==> src/rtl/av2_deblock_edge_feeder.sv <==
// rtl/av2_deblock_edge_feeder.sv - raster pixel stream to 8-pixel vertical-edge deblocking segments
// Define AV2_DBF_FEED_SKIP_FLAT_EN to suppress all-equal segments and count them in skip_cnt.
module av2_deblock_edge_feeder #(
  parameter int MAX_WIDTH  = 128,
  parameter int MAX_HEIGHT = 128
) (
  input  logic        clk,
  input  logic        rst,
  input  logic [15:0] frame_width,
  input  logic [15:0] frame_height,
  input  logic        start,
  output logic        busy,
  output logic        done,
  input  logic [9:0]  in_pixel,
  input  logic        in_valid,
  output logic        in_ready,
  output logic [79:0] seg_pixels,
  output logic [15:0] seg_x,
  output logic [15:0] seg_y,
  output logic        seg_valid,
  input  logic        seg_ready,
  output logic [15:0] skip_cnt
);

  typedef enum logic [1:0] {IDLE, RUN, DRAIN} state_t;

  localparam logic [15:0] W_LIMIT = 16'(MAX_WIDTH);
  localparam logic [15:0] H_LIMIT = 16'(MAX_HEIGHT);

  state_t      state, state_next;
  logic [15:0] w, h, x, y;
  logic [15:0] w_in, h_in;
  // Seven prior pixels of the row; the incoming pixel completes the 8-wide window.
  logic [69:0] hist;
  logic [79:0] window;
  logic        start_acc, accept, last_x, last_px, eligible, emit;

  assign w_in      = (frame_width  > W_LIMIT) ? W_LIMIT : frame_width;
  assign h_in      = (frame_height > H_LIMIT) ? H_LIMIT : frame_height;
  assign window    = {in_pixel, hist};
  assign start_acc = (state == IDLE) && start;
  assign in_ready  = !rst && (state == RUN) && !(seg_valid && !seg_ready);
  assign accept    = in_valid && in_ready;
  assign busy      = !rst && (state != IDLE);
  assign last_x    = (x == w - 16'd1);
  assign last_px   = last_x && (y == h - 16'd1);
  // The q block (seg_x..seg_x+7) must lie entirely inside the row.
  assign eligible  = (x[2:0] == 3'd3) && (x >= 16'd11) &&
                     (({1'b0, x} + 17'd5) <= {1'b0, w});

`ifdef AV2_DBF_FEED_SKIP_FLAT_EN
  logic        flat;
  logic [15:0] skip_q;

  always_comb begin
    flat = 1'b1;
    for (int k = 1; k < 8; k++) begin
      if (window[k*10 +: 10] != window[9:0]) flat = 1'b0;
    end
  end

  assign emit     = eligible && !flat;
  assign skip_cnt = skip_q;

  always_ff @(posedge clk) begin
    if (rst) begin
      skip_q <= '0;
    end else if (start_acc) begin
      skip_q <= '0;
    end else if (accept && eligible && flat && (skip_q != 16'hFFFF)) begin
      skip_q <= skip_q + 16'd1;
    end
  end
`else
  assign emit     = eligible;
  assign skip_cnt = '0;
`endif

  always_comb begin
    state_next = state;
    done       = 1'b0;
    case (state)
      IDLE: begin
        if (start) begin
          state_next = ((w_in == 16'd0) || (h_in == 16'd0)) ? DRAIN : RUN;
        end
      end
      RUN: begin
        if (accept && last_px) state_next = DRAIN;
      end
      DRAIN: begin
        if (!seg_valid) begin
          state_next = IDLE;
          done       = !rst;
        end
      end
      default: state_next = IDLE;
    endcase
  end

  always_ff @(posedge clk) begin
    if (rst) begin
      state      <= IDLE;
      w          <= '0;
      h          <= '0;
      x          <= '0;
      y          <= '0;
      hist       <= '0;
      seg_valid  <= 1'b0;
      seg_pixels <= '0;
      seg_x      <= '0;
      seg_y      <= '0;
    end else begin
      state <= state_next;
      if (start_acc) begin
        w    <= w_in;
        h    <= h_in;
        x    <= '0;
        y    <= '0;
        hist <= '0;
      end
      if (accept) begin
        hist <= last_x ? 70'd0 : window[79:10];
        x    <= last_x ? 16'd0 : x + 16'd1;
        if (last_x) y <= y + 16'd1;
      end
      // A new segment may load in the same cycle the previous one is handed off.
      if (accept && emit) begin
        seg_valid  <= 1'b1;
        seg_pixels <= window;
        seg_x      <= x - 16'd3;
        seg_y      <= y;
      end else if (seg_valid && seg_ready) begin
        seg_valid <= 1'b0;
      end
    end
  end

endmodule

==> config.mk <==
export PLATFORM = sky130hd
export DESIGN_NAME = av2_deblock_edge_feeder
export DESIGN_NICKNAME = d
export VERILOG_FILES = /design/src/rtl/av2_deblock_edge_feeder.sv
export SDC_FILE = /design/constraint.sdc
export NUM_CORES = 1
export LEC_CHECK = 0
export BUFFER_PORTS_ARGS = -buffer_cell sky130_fd_sc_hd__buf_2
export CAP_MARGIN = 20
export CORE_UTILIZATION = 44
export DETAILED_ROUTE_END_ITERATION = 10
export GPL_ROUTABILITY_DRIVEN = 0
export PLACE_DENSITY = 0.62
export SLEW_MARGIN = 20
export SYNTH_ARGS = -nofsm -noshare
export SYNTH_HDL_FRONTEND = slang
export SYNTH_SLANG_ARGS = --single-unit
export TNS_END_PERCENT = 10
==> constraint.sdc <==
create_clock -name clk -period 6 [get_ports clk]
set_input_delay 0.9 -clock clk [delete_from_list [all_inputs] [get_ports clk]]
set_output_delay 0.9 -clock clk [all_outputs]
set_load 0.02 [all_outputs]
## Word level (Yosys, flattened, before mapping)

Cells that the tools add are included.

| word-level totals | value |
|---|---|
| register bits | 249 |
| latch bits | 0 |
| RAM bits | 0 |
| bits in read-only memories | 0 |
| input port bits | 47 |
| output and inout port bits | 132 |
| memories | 0 |

| cells by class | value |
|---|---|
| $add $sub $neg | 6 |
| multipliers | 0 |
| divide/modulo/power cells | 0 |
| magnitude comparators | 4 |
| equality and inequality tests | 8 |
| shift-type cells | 0 |
| mux-type cells | 20 |
| bitwise logic cells | 0 |
| reduce and logical (&&, ||, !) cells | 23 |

Operator list:

| operator | number |
|---|---|
| 70-bit 2-to-1 mux | 3 |
| 16-bit 2-to-1 mux | 8 |
| 16-bit by 1-bit adder with 16-bit output (second input constant) | 2 |
| 16-bit == test | 2 |
| 16-bit by 8-bit greater-than comparator with 1-bit output (second input constant) | 2 |
| 16-bit zero test | 2 |
| 16-bit by 1-bit subtractor with 16-bit output (second input constant) | 2 |
| 16-bit by 3-bit adder with 17-bit output (second input constant) | 1 |
| 17-bit by 16-bit <= comparator with 1-bit output | 1 |
| 16-bit by 4-bit greater-or-equal comparator with 1-bit output (second input constant) | 1 |
| 16-bit by 2-bit subtractor with 16-bit output (second input constant) | 1 |
| 1-bit logical AND | 12 |
| 2-bit 2-to-1 mux | 4 |
| 2-bit case mux with 3 select lines | 1 |
| 2-bit nonzero test | 3 |
| 1-bit 2-to-1 mux | 4 |
| 2-bit inequality test (second input constant) | 2 |
| 3-bit by 2-bit == test with 1-bit output (second input constant) | 1 |
| 1-bit zero test | 3 |
| 3-bit AND reduction | 1 |
| 2-bit by 1-bit == test with 1-bit output (second input constant) | 1 |
| 2-bit == test (second input constant) | 1 |
| 2-bit zero test | 1 |
| 2-bit by 1-bit inequality test with 1-bit output (second input constant) | 1 |
| 1-bit logical OR | 1 |

## Longest topological paths before layout

| depth | value |
|---|---|
| word-level depth | 8 |
| gate-level depth with buffers | 17 |
| depth with buffers taken out | 14 |

## Worst setup path after synthesis

No wires, ideal clock.

| timing path | value |
|---|---|
| path type | register to register |
| start | reg x[5] |
| end | reg seg_x[10] |
| arrival | 3.198 ns |
| slack | 2.665 ns |
| stages on the path, launching flop included | 17 |
| clock period less this slack | 3.335 ns |
| cell sequence | dfxtp_1 clkbuf_1 and3_1 o21ai_0 nor2_1 nand3_1 xnor2_1 ha_1 a21o_1 a21o_1 a21oi_1 o221ai_1 o21a_1 clkbuf_1 nor2_1 clkbuf_1 a211oi_1 |

| between the ends | value |
|---|---|
| cells in the longest elaborated chain, start to end | 4 |

RTL lines:

| element | RTL line | text |
|---|---|---|
| from (decl) | 31 | `logic [15:0] w, h, x, y;` |
| from (signal assigned) | 124 | `x <= last_x ? 16'd0 : x + 16'd1;` |
| 16-bit by 3-bit adder with 17-bit output / 16-bit by 4-bit greater-or-equal comparator with 1-bit output (equally long branches) | 49, 48 |  |
| 17-bit by 16-bit <= comparator with 1-bit output / 1-bit logical AND (equally long branches) | 49, 48 |  |
| 1-bit logical AND | 48 | `assign eligible = (x[2:0] == 3'd3) && (x >= 16'd11) &&` |
| 1-bit logical AND | 128 | `if (accept && emit) begin` |
| to (signal assigned) | 131 | `seg_x <= x - 16'd3;` |
| to (decl) | 18 | `output logic [15:0] seg_x,` |

Parallel ways exist; a longest one is shown, timed or not.
A chain may end at the register's enable or synchronous reset.

## Worst setup path after layout

| timing path | value |
|---|---|
| start | reg x[8] |
| end | reg seg_x[7] |

| between the ends | value |
|---|---|
| cells in the longest elaborated chain, start to end | 4 |

RTL lines:

| element | RTL line |
|---|---|
| 16-bit by 3-bit adder with 17-bit output / 16-bit by 4-bit greater-or-equal comparator with 1-bit output (equally long branches) | 49, 48 |
| 17-bit by 16-bit <= comparator with 1-bit output / 1-bit logical AND (equally long branches) | 49, 48 |
| 1-bit logical AND (*) | 48 |
| 1-bit logical AND (*) | 128 |

Every way passes the cells marked *; elsewhere a longest branch is shown, timed or not.

==> reports/qor.yml <==
run_status:
  outcome: "finished, final reports clean"
synth:
  netlist_top_cells_area: "dfxtp_1, a21oi_1, nand3_1"
  yosysTopAreaCellShare: 0.437
  synthCells: 1394
  synthXorXnorAreaFrac: 0.0499
  synthAdderAreaFrac: 0.0230
  synth_top_area_cell: "dfxtp_1"
  synthSimpleGateAreaFrac: 0.211
  ys.flop_type: "dfxtp_1"
  synth_compound_gate_area_share: 0.213
  synth-seq-cells: 249
  yosys_warnings: 0
  avgSynthCellArea_um2: 8.18
  ys_seq_area_frac: 0.437
  synthMuxAreaShare: 0.00549
  synth_top_family_by_area: "compound AO/OA/AOI/OAI gates"
  synth_cell_type_count: 62
  syn_area_um2: 11400
  synth_edf_count: 0
  async_reset_ff_frac: 0
drt:
  routed_wl_mm: 31.9
  vias: 10500
  antenna_left: 0
  remaining_drc_errors: 0
  wl_per_cell_um: 17.5
  drtIter0Drc: 1175
  first_pass_iters: 7
  vias_per_cell: 5.80
pwr:
  irDropWorstVdd_uv: 157
  p_seq_frac: 0.473
  p_sw_frac: 0.239
  pwr_density_cell_nw_per_um2: 268
  p_switching_uw: 843
  p_clk_frac: 0.463
  internal_power_mw: 2.68
  power.leakage_nw: 5.05
  power_frac_comb: 0.065
die:
  coreArea_um2: 25300
  die_w_um: 163
  rows: 58
  io_pins: 179
  dieArea_um2: 26600
  initial_core_util: 0.450
  die_y_um: 163
clocking:
  htree_levels: 1
  cts_tree: "yes"
  clock-sinks: 249
  cts_buffers: 26
  ctsResizeCount: 0
  cts_setup_buffers: 0
  clk_latency_ns: 0.54
  clk_path_buf_depth: 3
  clkSlewWorstSetupHoldPaths_ns: 0.06
  cts-root-buf: "clkbuf_16"
  cts_hold_buf: 0
timing:
  final.min_clock_period_ns: 4.24
  fin_setup_tns_ns: 0
  rsz0062_at_grt: "no"
  fin_skew_ns: 0.0123
  timing.fmax_ghz: 0.236
  setup_ws_ns: 1.76
  finalHoldViolCount: 0
  tightest_slew_ns: 0.979
  setup_viol: 0
  report.final.slew_viol_count: 0
  slew_headroom: 0.342
  finalCritPeriodShare: 0.707
global_route:
  grt_max_degree: 113
  grt-ovfl-total: 0
  antenna_found_initial: 0
  grt_pass1_wl_mm: 52.0
  grt_pass1_vias: 9770
  gr-usage-all-layers: 0.239
layout:
  multi_input_comb_area_um2: 5850
  nFillCells: 2434
  drive_gt1_frac: 0.152
  diodes: 0
  area_growth_pct: 15.4
  final-seq-area_um2: 4980
  final_net_count: 1540
flow_run:
  max-cap-violations: 0
critical_path:
  rr_endpoint: "seg_x[7]$_SDFFE_PP0P_"
  r2r_start: "x[8]$_SDFFE_PP0P_"
  critPathBufInv: 0
  crit_slowest_cell: "nor2_1"
  path_max_fanout: 36
  crit_chain: "and3_1 > and2_1 > and3_1 > nand3_1 > nor2_1 > xor2_1 > ha_1 > a211oi_1 > o221ai_1 > o21a_2 > nor2_1 > a311oi_1"
  critical_path_arrival_ns: 4.62
  critPathKind: "reg -> reg"
  reg2reg_depth: 12
  worst_setup_path_start_kind: "flip-flop"
  worstSetupEndpointType: "flip-flop"
  critPathMaxStageDelay_ns: 0.75
  r2r_slack_ns: 1.76
  crit_required_ns: 6.38
  cpLargestDelayFamily: "simple AND/OR/NAND/NOR gates"
placement:
  place_hpwl_mm: 20.8
  preCtsSetupSlack_ns: 1.80
  port_buffers: 162
hold_path:
  min_to: "seg_pixels[1]$_SDFFE_PP0P_"
  hold_path.class: "reg -> reg"
  worstHoldPathCells: 2
  hold_path.startpoint: "hist[1]$_SDFFE_PP0P_"
-- synth_stat cells (3+ instances only) --
master	n
nor3_1	35
nor4_1	20
a311oi_1	3
buf_4	16
nor2b_1	5
nand2b_1	4
o21a_1	7
nor2_1	136
and3_1	15
xor2_1	20
o21ai_0	108
or4_1	9
buf_2	6
xnor2_1	45
o21ai_1	4
a21oi_1	139
and2_1	15
mux2i_1	4
nand4_1	24
o211ai_1	4
nand3_1	135
or3_1	9
a31oi_1	9
inv_1	28
nor3b_1	3
buf_1	5
dfxtp_1	249
ha_1	21
a211oi_1	21
clkbuf_1	110
nand3b_1	3
nand2_1	60
a21o_1	4
a22oi_1	83
-- cell type report --
cell class                      count  share of cell area
Multi-Input combinational cell    995               0.444
Sequential cell                   249               0.379
Clock inverter                      7             0.00732
Timing Repair Buffer              172              0.0719
Inverter                           28             0.00799
Clock buffer                       39              0.0585
Tap cell                          330              0.0314
-- tightest hold or removal path, cell delays in order, from the launching register on --
cell and delay, ns:
dfxtp_1 0.31, nand3_1 0.06, a21oi_1 0.05
-- how the worst max path moves through the flow --
stage	start	to	slack [ns]	cells after the start
after floorplan	x[5]$_SDFFE_PP0P_	seg_x[10]$_SDFFE_PP0P_	2.66	16
after global placement	x[8]$_SDFFE_PP0P_	seg_x[3]$_SDFFE_PP0P_	1.85	14
after detailed placement	x[8]$_SDFFE_PP0P_	seg_x[7]$_SDFFE_PP0P_	1.80	12
after CTS	x[4]$_SDFFE_PP0P_	seg_x[4]$_SDFFE_PP0P_	1.77	13
after global routing	x[4]$_SDFFE_PP0P_	seg_x[3]$_SDFFE_PP0P_	1.41	13
final	x[8]$_SDFFE_PP0P_	seg_x[7]$_SDFFE_PP0P_	1.76	12
-- logic make-up after synthesis --
family / Yosys count
compound gates: 403
xor+xnor: 65
fa+ha+maj: 21
buf+inv: 165
flops: 249
mux: 6
other cells: 1
simple gates: 484
-- layout by cell type (no fill, tap or decap), types with 4 or more instances in the layout --
cell type  instances
inv_1             28
o21ai_0          108
nand2_1           60
clkinv_2           4
and3_1            15
a31oi_1            9
nor2_1           135
clkbuf_16         26
clkbuf_1           6
o211ai_1           4
xnor2_1           45
buf_2            161
nor3_1            35
buf_12             4
xor2_1            20
nand3_1          135
dfxtp_1          249
and2_1            15
nand4_1           24
clkbuf_8           7
mux2i_1            4
a211oi_1          21
a21oi_1          138
conb_1            16
o21a_1             6
nand2b_1           4
buf_4              5
ha_1              21
a22oi_1           83
a21o_1             4
or3_1              9
nor2b_1            5
nor4_1            20
or4_1              9
-- power groups by stage --
stage / clock network, mW / logic, mW / registers, mW
final: 1.63 / 0.228 / 1.66
after global routing: 1.73 / 0.250 / 1.66
after CTS: 1.66 / 0.227 / 1.66
after detailed placement: 0 / 0.226 / 1.70
after global placement: 0 / 0.227 / 1.70
after floorplan: 0 / 0.158 / 1.70
-- state kept, by name (all words and copies together), names as in the netlist --
name and cells:
state 2, h 16, x 16, seg_pixels 80, w 16, seg_y 16, seg_valid 1, hist 70
seg_x 16, y 16
-- layer usage --
layer / track usage / part of all wire / vias up
li1: - / - / 5153
met4: 0.0675 / 0.020 / 0
met1: 0.341 / 0.48 / 5069
met3: 0.0372 / 0.056 / 40
met5: 0 / 0 / -
met2: 0.371 / 0.45 / 286
-- metrics by stage --
step | instance area (um2) | utilization | power [mW] | instances | hold WS (ns)
2_1_floorplan | 11500 | - | 1.86 | 1409 | 0.443
3_3_place_gp | 12300 | 0.485 | 1.93 | 1774 | 0.456
3_5_place_dp | 12300 | 0.485 | 1.93 | 1774 | 0.457
4_1_cts | 13200 | 0.519 | 3.55 | 1820 | 0.468
5_1_grt | 13200 | 0.520 | 3.64 | 1820 | 0.494
6_report | 13200 | 0.520 | 3.52 | 1820 | 0.469
Note: power is estimated with default switching activity, not from simulation.
